## src/rtl/step_judge_pkg.sv

```systemverilog
// step_judge_pkg: arrow codes, play states and helper functions shared
// by the step judge, its interface and any display logic.
package step_judge_pkg;

    localparam logic [4:0] ARROW_UP    = 5'd10;
    localparam logic [4:0] ARROW_DOWN  = 5'd11;
    localparam logic [4:0] ARROW_LEFT  = 5'd12;
    localparam logic [4:0] ARROW_RIGHT = 5'd13;
    localparam logic [4:0] ARROW_UD    = 5'd14;
    localparam logic [4:0] ARROW_UL    = 5'd15;
    localparam logic [4:0] ARROW_UR    = 5'd16;
    localparam logic [4:0] ARROW_DL    = 5'd17;
    localparam logic [4:0] ARROW_DR    = 5'd18;
    localparam logic [4:0] ARROW_LR    = 5'd19;
    localparam logic [4:0] ARROW_NONE  = 5'd20;

    typedef enum logic [1:0] {
        BeginState = 2'd0,
        PauseState = 2'd1
    } state_t;

    // Button mask order is {up, down, left, right}.
    function automatic logic [3:0] arrow_mask(input logic [4:0] code);
        case (code)
            ARROW_UP:    return 4'b1000;
            ARROW_DOWN:  return 4'b0100;
            ARROW_LEFT:  return 4'b0010;
            ARROW_RIGHT: return 4'b0001;
            ARROW_UD:    return 4'b1100;
            ARROW_UL:    return 4'b1010;
            ARROW_UR:    return 4'b1001;
            ARROW_DL:    return 4'b0110;
            ARROW_DR:    return 4'b0101;
            ARROW_LR:    return 4'b0011;
            default:     return 4'b0000;
        endcase
    endfunction

    // Fibonacci LFSR, x^8+x^6+x^5+x^4+1.
    function automatic logic [7:0] lfsr_next(input logic [7:0] v);
        return {v[6:0], v[7] ^ v[5] ^ v[4] ^ v[3]};
    endfunction

    // Maps an LFSR value onto one of the eleven arrow codes 10..20.
    function automatic logic [4:0] arrow_from_lfsr(input logic [7:0] v);
        return ARROW_UP + 5'(v % 8'd11);
    endfunction

endpackage

```

## src/rtl/step_judge_if.sv

```systemverilog
// step_judge_if: player/beat inputs and judge outputs of the step judge.
// master drives beat and buttons; slave (the judge) drives the results.
interface step_judge_if;
    import step_judge_pkg::*;

    logic       metronome_clk;
    logic       btn_up;
    logic       btn_down;
    logic       btn_left;
    logic       btn_right;
    logic       btn_pause;
    state_t     state;
    logic [4:0] cur_arrow0;
    logic [4:0] cur_arrow1;
    logic [4:0] cur_arrow2;
    logic [4:0] cur_arrow3;
    logic [13:0] score;
    logic [13:0] comboCount;
    logic       hit;
    logic       miss;

    modport master (
        output metronome_clk, btn_up, btn_down, btn_left, btn_right,
        output btn_pause,
        input  state, cur_arrow0, cur_arrow1, cur_arrow2, cur_arrow3,
        input  score, comboCount, hit, miss
    );

    modport slave (
        input  metronome_clk, btn_up, btn_down, btn_left, btn_right,
        input  btn_pause,
        output state, cur_arrow0, cur_arrow1, cur_arrow2, cur_arrow3,
        output score, comboCount, hit, miss
    );

endinterface

```

## src/rtl/step_judge_sync_edge.sv

```systemverilog
// sync_edge: 2-flop synchronizer plus rising-edge pulse for one async input.
// Ports: clk, rst (sync, active-high), i_async in, o_rise one-cycle pulse.
module sync_edge (
    input  logic clk,
    input  logic rst,
    input  logic i_async,
    output logic o_rise
);

    logic r_meta;
    logic r_sync;
    logic r_last;

    always_ff @(posedge clk) begin
        if (rst) begin
            r_meta <= 1'b0;
            r_sync <= 1'b0;
            r_last <= 1'b0;
        end else begin
            r_meta <= i_async;
            r_sync <= r_meta;
            r_last <= r_sync;
        end
    end

    // Pulse is combinational so the consumer acts on the third clk edge.
    assign o_rise = r_sync & ~r_last;

endmodule

```

## src/rtl/step_judge.sv

```systemverilog
// step_judge: rhythm-game judge; scores button presses on each beat
// against a 4-deep arrow queue refilled from an LFSR.
// Ports: clk, rst (sync, active-high); bus (slave): metronome_clk, btn_*
// in; state, cur_arrow0..3, score, comboCount, hit, miss out (registered).
module step_judge
    import step_judge_pkg::*;
#(
    parameter logic [7:0] LFSR_SEED   = 8'hA5,
    parameter int         MAX_COUNT   = 9999,
    parameter int         BONUS_COMBO = 10
) (
    input  logic        clk,
    input  logic        rst,
    step_judge_if.slave bus
);

    localparam logic [13:0] C_MAX   = 14'(MAX_COUNT);
    localparam logic [13:0] C_BONUS = 14'(BONUS_COMBO);

    logic [5:0]  w_raw;
    logic [5:0]  w_rise;
    logic [3:0]  w_btn;
    logic        w_pause;
    logic        w_beat;

    state_t      r_state;
    logic [4:0]  r_arrow [4];
    logic [13:0] r_score;
    logic [13:0] r_combo;
    logic [3:0]  r_press;
    logic [7:0]  r_lfsr;
    logic        r_hit;
    logic        r_miss;

    logic [3:0]  w_req;
    logic        w_hit;
    logic        w_miss;
    logic [1:0]  w_inc;
    logic [14:0] w_score_sum;
    logic [13:0] w_score_nxt;
    logic [13:0] w_combo_nxt;

    assign w_raw = {bus.metronome_clk, bus.btn_pause,
                    bus.btn_up, bus.btn_down,
                    bus.btn_left, bus.btn_right};

    for (genvar g = 0; g < 6; g++) begin : g_sync
        sync_edge u_sync (
            .clk     (clk),
            .rst     (rst),
            .i_async (w_raw[g]),
            .o_rise  (w_rise[g])
        );
    end

    assign w_btn   = w_rise[3:0];
    assign w_pause = w_rise[4];
    assign w_beat  = w_rise[5];

    assign w_req  = arrow_mask(r_arrow[0]);
    assign w_hit  = (r_press == w_req) && (w_req != 4'd0);
    // Empty arrow with no press is neither a hit nor a miss.
    assign w_miss = !w_hit && !((w_req == 4'd0) && (r_press == 4'd0));

    // Bonus decided on the combo value before this hit is counted.
    assign w_inc       = (r_combo < C_BONUS) ? 2'd1 : 2'd2;
    assign w_score_sum = {1'b0, r_score} + {13'd0, w_inc};
    assign w_score_nxt = (w_score_sum > {1'b0, C_MAX}) ?
                         C_MAX : w_score_sum[13:0];
    assign w_combo_nxt = (r_combo >= C_MAX) ? C_MAX : r_combo + 14'd1;

    always_ff @(posedge clk) begin
        if (rst) begin
            r_state    <= PauseState;
            r_arrow[0] <= ARROW_NONE;
            r_arrow[1] <= ARROW_NONE;
            r_arrow[2] <= ARROW_NONE;
            r_arrow[3] <= ARROW_NONE;
            r_score    <= '0;
            r_combo    <= '0;
            r_press    <= '0;
            r_lfsr     <= LFSR_SEED;
            r_hit      <= 1'b0;
            r_miss     <= 1'b0;
        end else begin
            r_hit  <= 1'b0;
            r_miss <= 1'b0;
            // Pause wins over a coincident beat.
            if (w_pause) begin
                if (r_state == BeginState) begin
                    r_state <= PauseState;
                    r_press <= '0;
                end else begin
                    r_state <= BeginState;
                end
            end else if (r_state == BeginState) begin
                if (w_beat) begin
                    unique case (1'b1)
                        w_hit: begin
                            r_hit   <= 1'b1;
                            r_combo <= w_combo_nxt;
                            r_score <= w_score_nxt;
                        end
                        w_miss: begin
                            r_miss  <= 1'b1;
                            r_combo <= '0;
                        end
                        default: ;
                    endcase
                    r_arrow[0] <= r_arrow[1];
                    r_arrow[1] <= r_arrow[2];
                    r_arrow[2] <= r_arrow[3];
                    r_arrow[3] <= arrow_from_lfsr(r_lfsr);
                    r_lfsr     <= lfsr_next(r_lfsr);
                    // A press landing on the beat belongs to the next one.
                    r_press    <= w_btn;
                end else begin
                    r_press <= r_press | w_btn;
                end
            end
        end
    end

    assign bus.state      = r_state;
    assign bus.cur_arrow0 = r_arrow[0];
    assign bus.cur_arrow1 = r_arrow[1];
    assign bus.cur_arrow2 = r_arrow[2];
    assign bus.cur_arrow3 = r_arrow[3];
    assign bus.score      = r_score;
    assign bus.comboCount = r_combo;
    assign bus.hit        = r_hit;
    assign bus.miss       = r_miss;

endmodule

```

## src/flat_wrapper.sv

```systemverilog
// flat-port wrapper written by rule: the top's interface ports become plain ports
module step_judge_flat import step_judge_pkg::*;
#(
    parameter logic [7:0] LFSR_SEED   = 8'hA5,
    parameter int         MAX_COUNT   = 9999,
    parameter int         BONUS_COMBO = 10
)
  (clk, rst, bus_metronome_clk, bus_btn_up, bus_btn_down, bus_btn_left, bus_btn_right, bus_btn_pause, bus_state, bus_cur_arrow0, bus_cur_arrow1, bus_cur_arrow2, bus_cur_arrow3, bus_score, bus_comboCount, bus_hit, bus_miss);
  step_judge_if bus_i ();
  input  logic clk;
  input  logic rst;
  input wire logic [$bits(bus_i.metronome_clk)-1:0] bus_metronome_clk;
  input wire logic [$bits(bus_i.btn_up)-1:0] bus_btn_up;
  input wire logic [$bits(bus_i.btn_down)-1:0] bus_btn_down;
  input wire logic [$bits(bus_i.btn_left)-1:0] bus_btn_left;
  input wire logic [$bits(bus_i.btn_right)-1:0] bus_btn_right;
  input wire logic [$bits(bus_i.btn_pause)-1:0] bus_btn_pause;
  output wire logic [$bits(bus_i.state)-1:0] bus_state;
  output wire logic [$bits(bus_i.cur_arrow0)-1:0] bus_cur_arrow0;
  output wire logic [$bits(bus_i.cur_arrow1)-1:0] bus_cur_arrow1;
  output wire logic [$bits(bus_i.cur_arrow2)-1:0] bus_cur_arrow2;
  output wire logic [$bits(bus_i.cur_arrow3)-1:0] bus_cur_arrow3;
  output wire logic [$bits(bus_i.score)-1:0] bus_score;
  output wire logic [$bits(bus_i.comboCount)-1:0] bus_comboCount;
  output wire logic [$bits(bus_i.hit)-1:0] bus_hit;
  output wire logic [$bits(bus_i.miss)-1:0] bus_miss;
  assign bus_i.metronome_clk = bus_metronome_clk;
  assign bus_i.btn_up = bus_btn_up;
  assign bus_i.btn_down = bus_btn_down;
  assign bus_i.btn_left = bus_btn_left;
  assign bus_i.btn_right = bus_btn_right;
  assign bus_i.btn_pause = bus_btn_pause;
  assign bus_state = bus_i.state;
  assign bus_cur_arrow0 = bus_i.cur_arrow0;
  assign bus_cur_arrow1 = bus_i.cur_arrow1;
  assign bus_cur_arrow2 = bus_i.cur_arrow2;
  assign bus_cur_arrow3 = bus_i.cur_arrow3;
  assign bus_score = bus_i.score;
  assign bus_comboCount = bus_i.comboCount;
  assign bus_hit = bus_i.hit;
  assign bus_miss = bus_i.miss;
  step_judge #(.LFSR_SEED(LFSR_SEED), .MAX_COUNT(MAX_COUNT), .BONUS_COMBO(BONUS_COMBO)) u_core (.clk(clk), .rst(rst), .bus(bus_i));
endmodule
```

## config.mk

```make
export PLATFORM = sky130hd
export DESIGN_NAME = step_judge_flat
export DESIGN_NICKNAME = d
export VERILOG_FILES = /design/src/rtl/step_judge_pkg.sv /design/src/rtl/step_judge_if.sv /design/src/rtl/step_judge_sync_edge.sv /design/src/rtl/step_judge.sv /design/src/flat_wrapper.sv
export SDC_FILE = /design/constraint.sdc
export NUM_CORES = 1
export LEC_CHECK = 0
export CORE_MARGIN = 10
export CORE_UTILIZATION = 50
export CTS_BUF_LIST = sky130_fd_sc_hd__clkbuf_2
export CTS_CLUSTER_DIAMETER = 120
export DETAILED_ROUTE_END_ITERATION = 10
export PLACE_DENSITY_LB_ADDON = 0.3
export SYNTH_ARGS = -nofsm -noshare
export SYNTH_HDL_FRONTEND = slang
export SYNTH_SLANG_ARGS = --single-unit
```

## constraint.sdc

```tcl
create_clock -name clk -period 5.1 [get_ports clk]
set_input_delay 0.51 -clock clk [delete_from_list [all_inputs] [get_ports clk]]
set_output_delay 0.51 -clock clk [all_outputs]
set_load 0.01 [all_outputs]
```

==> results of run 1 <==
==> final cells by class <==
class                   instances  area, um^2
clock inverters                 7       61.31
inverters                      20       75.07
well taps                     111       138.9
flip-flops and latches         81        1822
fillers                       826        3814
multi-input cells             405        2591
clock buffers                   9       45.04
repair buffers                 62       605.6
==> flip-flops by register name (all words and copies together) (netlist names) <==
name and count:
u_core.bus.state 1, u_core.bus.hit 1, u_core.r_lfsr 8, u_core.g_sync.u_sync.r_sync 6, u_core.g_sync.u_sync.r_last 6, u_core.bus.miss 1, u_core.bus.comboCount 14, u_core.bus.score 14
u_core.r_press 4, u_core.r_arrow 20, u_core.g_sync.u_sync.r_meta 6
==> metal layers <==
| metal | wire [um] | GRT usage, % |
|---|---|---|
| met2 | 5488 | 26.92 |
| met1 | 4637 | 21.24 |
| met5 | 0 | 0 |
| met3 | 616 | 2.619 |
| met4 | 259 | 6.339 |
==> worst max-delay path by stage <==
stage | from | slack (ns) | depth (start not counted) | end
after detailed placement | u_core.r_lfsr[7] | 0.56 | 15 | u_core.r_arrow[3][2]
after floorplan | u_core.r_lfsr[7] | 1.16 | 17 | u_core.r_arrow[3][2]
after global routing | u_core.r_lfsr[7] | 0.14 | 15 | u_core.r_arrow[3][2]
final | u_core.r_lfsr[7] | 0.51 | 15 | u_core.r_arrow[3][2]
after CTS | u_core.r_lfsr[7] | 0.57 | 15 | u_core.r_arrow[3][2]
after global placement | u_core.r_lfsr[7] | 0.73 | 15 | u_core.r_arrow[3][2]
==> metrics by stage <==
step / cells / total power, mW / instance area [um^2] / setup slack [ns] / util [%]
after floorplan: 537 / 0.7461 / 4634 / 1.156 / -
after global placement: 679 / 0.7714 / 5233 / 0.7284 / 57.17
after detailed placement: 679 / 0.7739 / 5233 / 0.5569 / 57.17
after CTS: 695 / 1.090 / 5339 / 0.5719 / 58.33
after global routing: 695 / 1.131 / 5339 / 0.1436 / 58.33
final: 695 / 1.081 / 5339 / 0.5089 / 58.33
==> cells by family after synthesis <==
family          count (synthesis)
flops                          81
simple gates                  239
mux                             6
compound gates                136
buf+inv                        51
xor+xnor                       11
fa+ha+maj                      12
other cells                     1
==> power by group through the flow <==
stage / logic [mW] / registers, mW / clock network [mW]
after floorplan: 0.0557 / 0.690 / 0
after global placement: 0.0809 / 0.690 / 0
after detailed placement: 0.0828 / 0.691 / 0
after CTS: 0.0832 / 0.679 / 0.328
after global routing: 0.0910 / 0.681 / 0.359
final: 0.0827 / 0.678 / 0.320
==> layout by cell type, fill, tap and decap left out, types with 6 or more instances in the layout <==
cell type	count
nand2b_1	16
and3_1	14
nor3_1	13
a21oi_1	43
nor2b_1	27
dfxtp_1	61
nand3_1	15
o21ai_0	21
nand4_1	6
edfxtp_1	20
inv_1	20
and2_1	15
ha_1	11
xnor2_1	7
or3_1	12
clkdlybuf4s50_1	57
clkbuf_2	9
nor2_1	54
nand2_1	34
a32oi_1	7
==> results_dict.tcl, run 1 <==
set metrics [dict create \
    maxCapViolations 0 \
    drt_iter0_markers 352 \
    port_buffers 58 \
    ir_worst_vdd_v 0.0001032 \
    r2r.worst_path.cells 15 \
    cts-buffers-inserted 9 \
    grt_first_pass_wirelength_um 18460 \
    num_vias 4165 \
    holdWs_ns 0.4533 \
    die-height_um 116.3 \
    p_switching_uw 297.6 \
    whs_endpoint "u_core.g_sync[5].u_sync.r_sync" \
    maxSlewViolCount 0 \
    synth_compound_area_share_pct 20.44 \
    gp_congestion 0.8838 \
    area_growth_pct 15.20 \
    critPathMaxStageDelay_ns 0.77 \
    antenna_found_initial 0 \
    crit_buf_inv 1 \
    critPathArrivalTime_ns 4.93 \
    final_nets 599 \
    rr_startpoint "u_core.r_lfsr[7]" \
    critPathMaxFanout 19 \
    grt_overflow 0 \
    layout-drive-gt1-share_pct 6.336 \
    first_global_vias 3754 \
    yosysTopAreaCellShare_pct 26.35 \
    synth.cell_area_mm2 0.004634 \
    vias_per_cell 5.993 \
    synth_cell_types 78 \
    clock-root-buffer "clkbuf_2" \
    synth_edf_count 20 \
    min_path_type "reg -> reg" \
    cts.sinks 81 \
    start_util_pct 50.64 \
    period_share_pct 90.02 \
    synth_mux_area_share_pct 1.539 \
    hold-path-cell-count 1 \
    min_period_ns 4.591 \
    netlist_top_cells_count "dfxtp_1 (61), nor2_1 (54), a21oi_1 (43)" \
    synth_top_family_by_area "simple AND/OR/NAND/NOR gates" \
    ios 60 \
    synth_ff_type "dfxtp_1" \
    crit_required_ns 5.44 \
    cts_buffer_depth 2 \
    synth.most_common_cell "dfxtp_1" \
    syn-num-nets 557 \
    worstSetupEndpointType "register" \
    yosys.area.top_type "dfxtp_1" \
    hpwl_um 7951 \
    status "completed" \
    path_cells "xor2_1 -> o2bb2ai_1 -> a22oi_1 -> o211ai_1 -> ha_1 -> inv_1 -> nand4_1 -> a221oi_1 -> mux2_2 -> ha_1 -> nand2b_1 -> a21o_1 -> mux2_4 -> ha_1 -> or3_1" \
    fp.dieW_um 116.3 \
    hp-start "u_core.g_sync[5].u_sync.r_meta" \
    powerDensity_mw_per_mm2 202.4 \
    design.die.area_mm2 0.01352 \
    finalWirelength_um 11000 \
    cp_common_cell "ha_1" \
    first_pass_iters 5 \
    r2r-end "u_core.r_arrow[3][2]" \
    setup_viol 0 \
    cts_hold_buf 0 \
    syn_inst 537 \
    h-tree-depth 3 \
    num_antenna_cells 0 \
    synth_xor_area_share_pct 2.079 \
    power.share.clock_pct 29.6 \
    synthArstFlopShare_pct 0 \
    clock_skew_ns 0.03519 \
    critPathTopFamily "compound AO/OA/AOI/OAI gates" \
    yosys.area_share.adder_pct 3.402 \
    slowest_stage "dfxtp_1" \
    max_freq_ghz 0.2178 \
    wl_per_cell_um 15.83 \
    total_leakage_power_nw 1.875 \
    path_clk_slew_ns 0.26 \
    max_slew_margin_pct 39.81 \
    tightest_slew_ns 0.9028 \
    ys_seq_area_share_pct 39.31 \
    synth_simple_gate_area_share_pct 28.37 \
    synth.area.top_cells "dfxtp_1 (26%), edfxtp_1 (13%), a21oi_1 (4.6%)" \
    cts_tree "done" \
    finalSetupTns_ns 0 \
    p_sw_share_pct 27.54 \
    cts_resized 0 \
    crit_path_start_kind "register" \
    worstSetupPathType "reg -> reg" \
    row_count 35 \
    ant_nets 0 \
    grt_usage_pct 16.45 \
    combPwrFrac_pct 7.7 \
    hold_viol 0 \
    grt_max_degree 71 \
    insertion_delay_ns 0.54 \
    drc 0 \
    core_area_mm2 0.009153 \
    ys_ff_latch 81 \
    r2r_slack_ns 0.51 \
    p_int_uw 783.0 \
    rsz0062_at_grt "no" \
    avgSynthCellArea_um2 8.630 \
    synth_warnings 0 \
    power_frac_seq_pct 62.8 \
    post_cts_buffers 0 \
]
Note: power is estimated with default switching activity, not from simulation.
==> inputs of run 2 (changes only) <==
--- a/config.mk
+++ b/config.mk
@@ -11,6 +11,7 @@
 export CTS_CLUSTER_DIAMETER = 120
 export DETAILED_ROUTE_END_ITERATION = 10
 export PLACE_DENSITY_LB_ADDON = 0.3
+export SKIP_LAST_GASP = 1
 export SYNTH_ARGS = -nofsm -noshare
 export SYNTH_HDL_FRONTEND = slang
 export SYNTH_SLANG_ARGS = --single-unit
==> results of run 2 <==
Same layout as run 1: the final DEF is identical, and so are final timing and power.
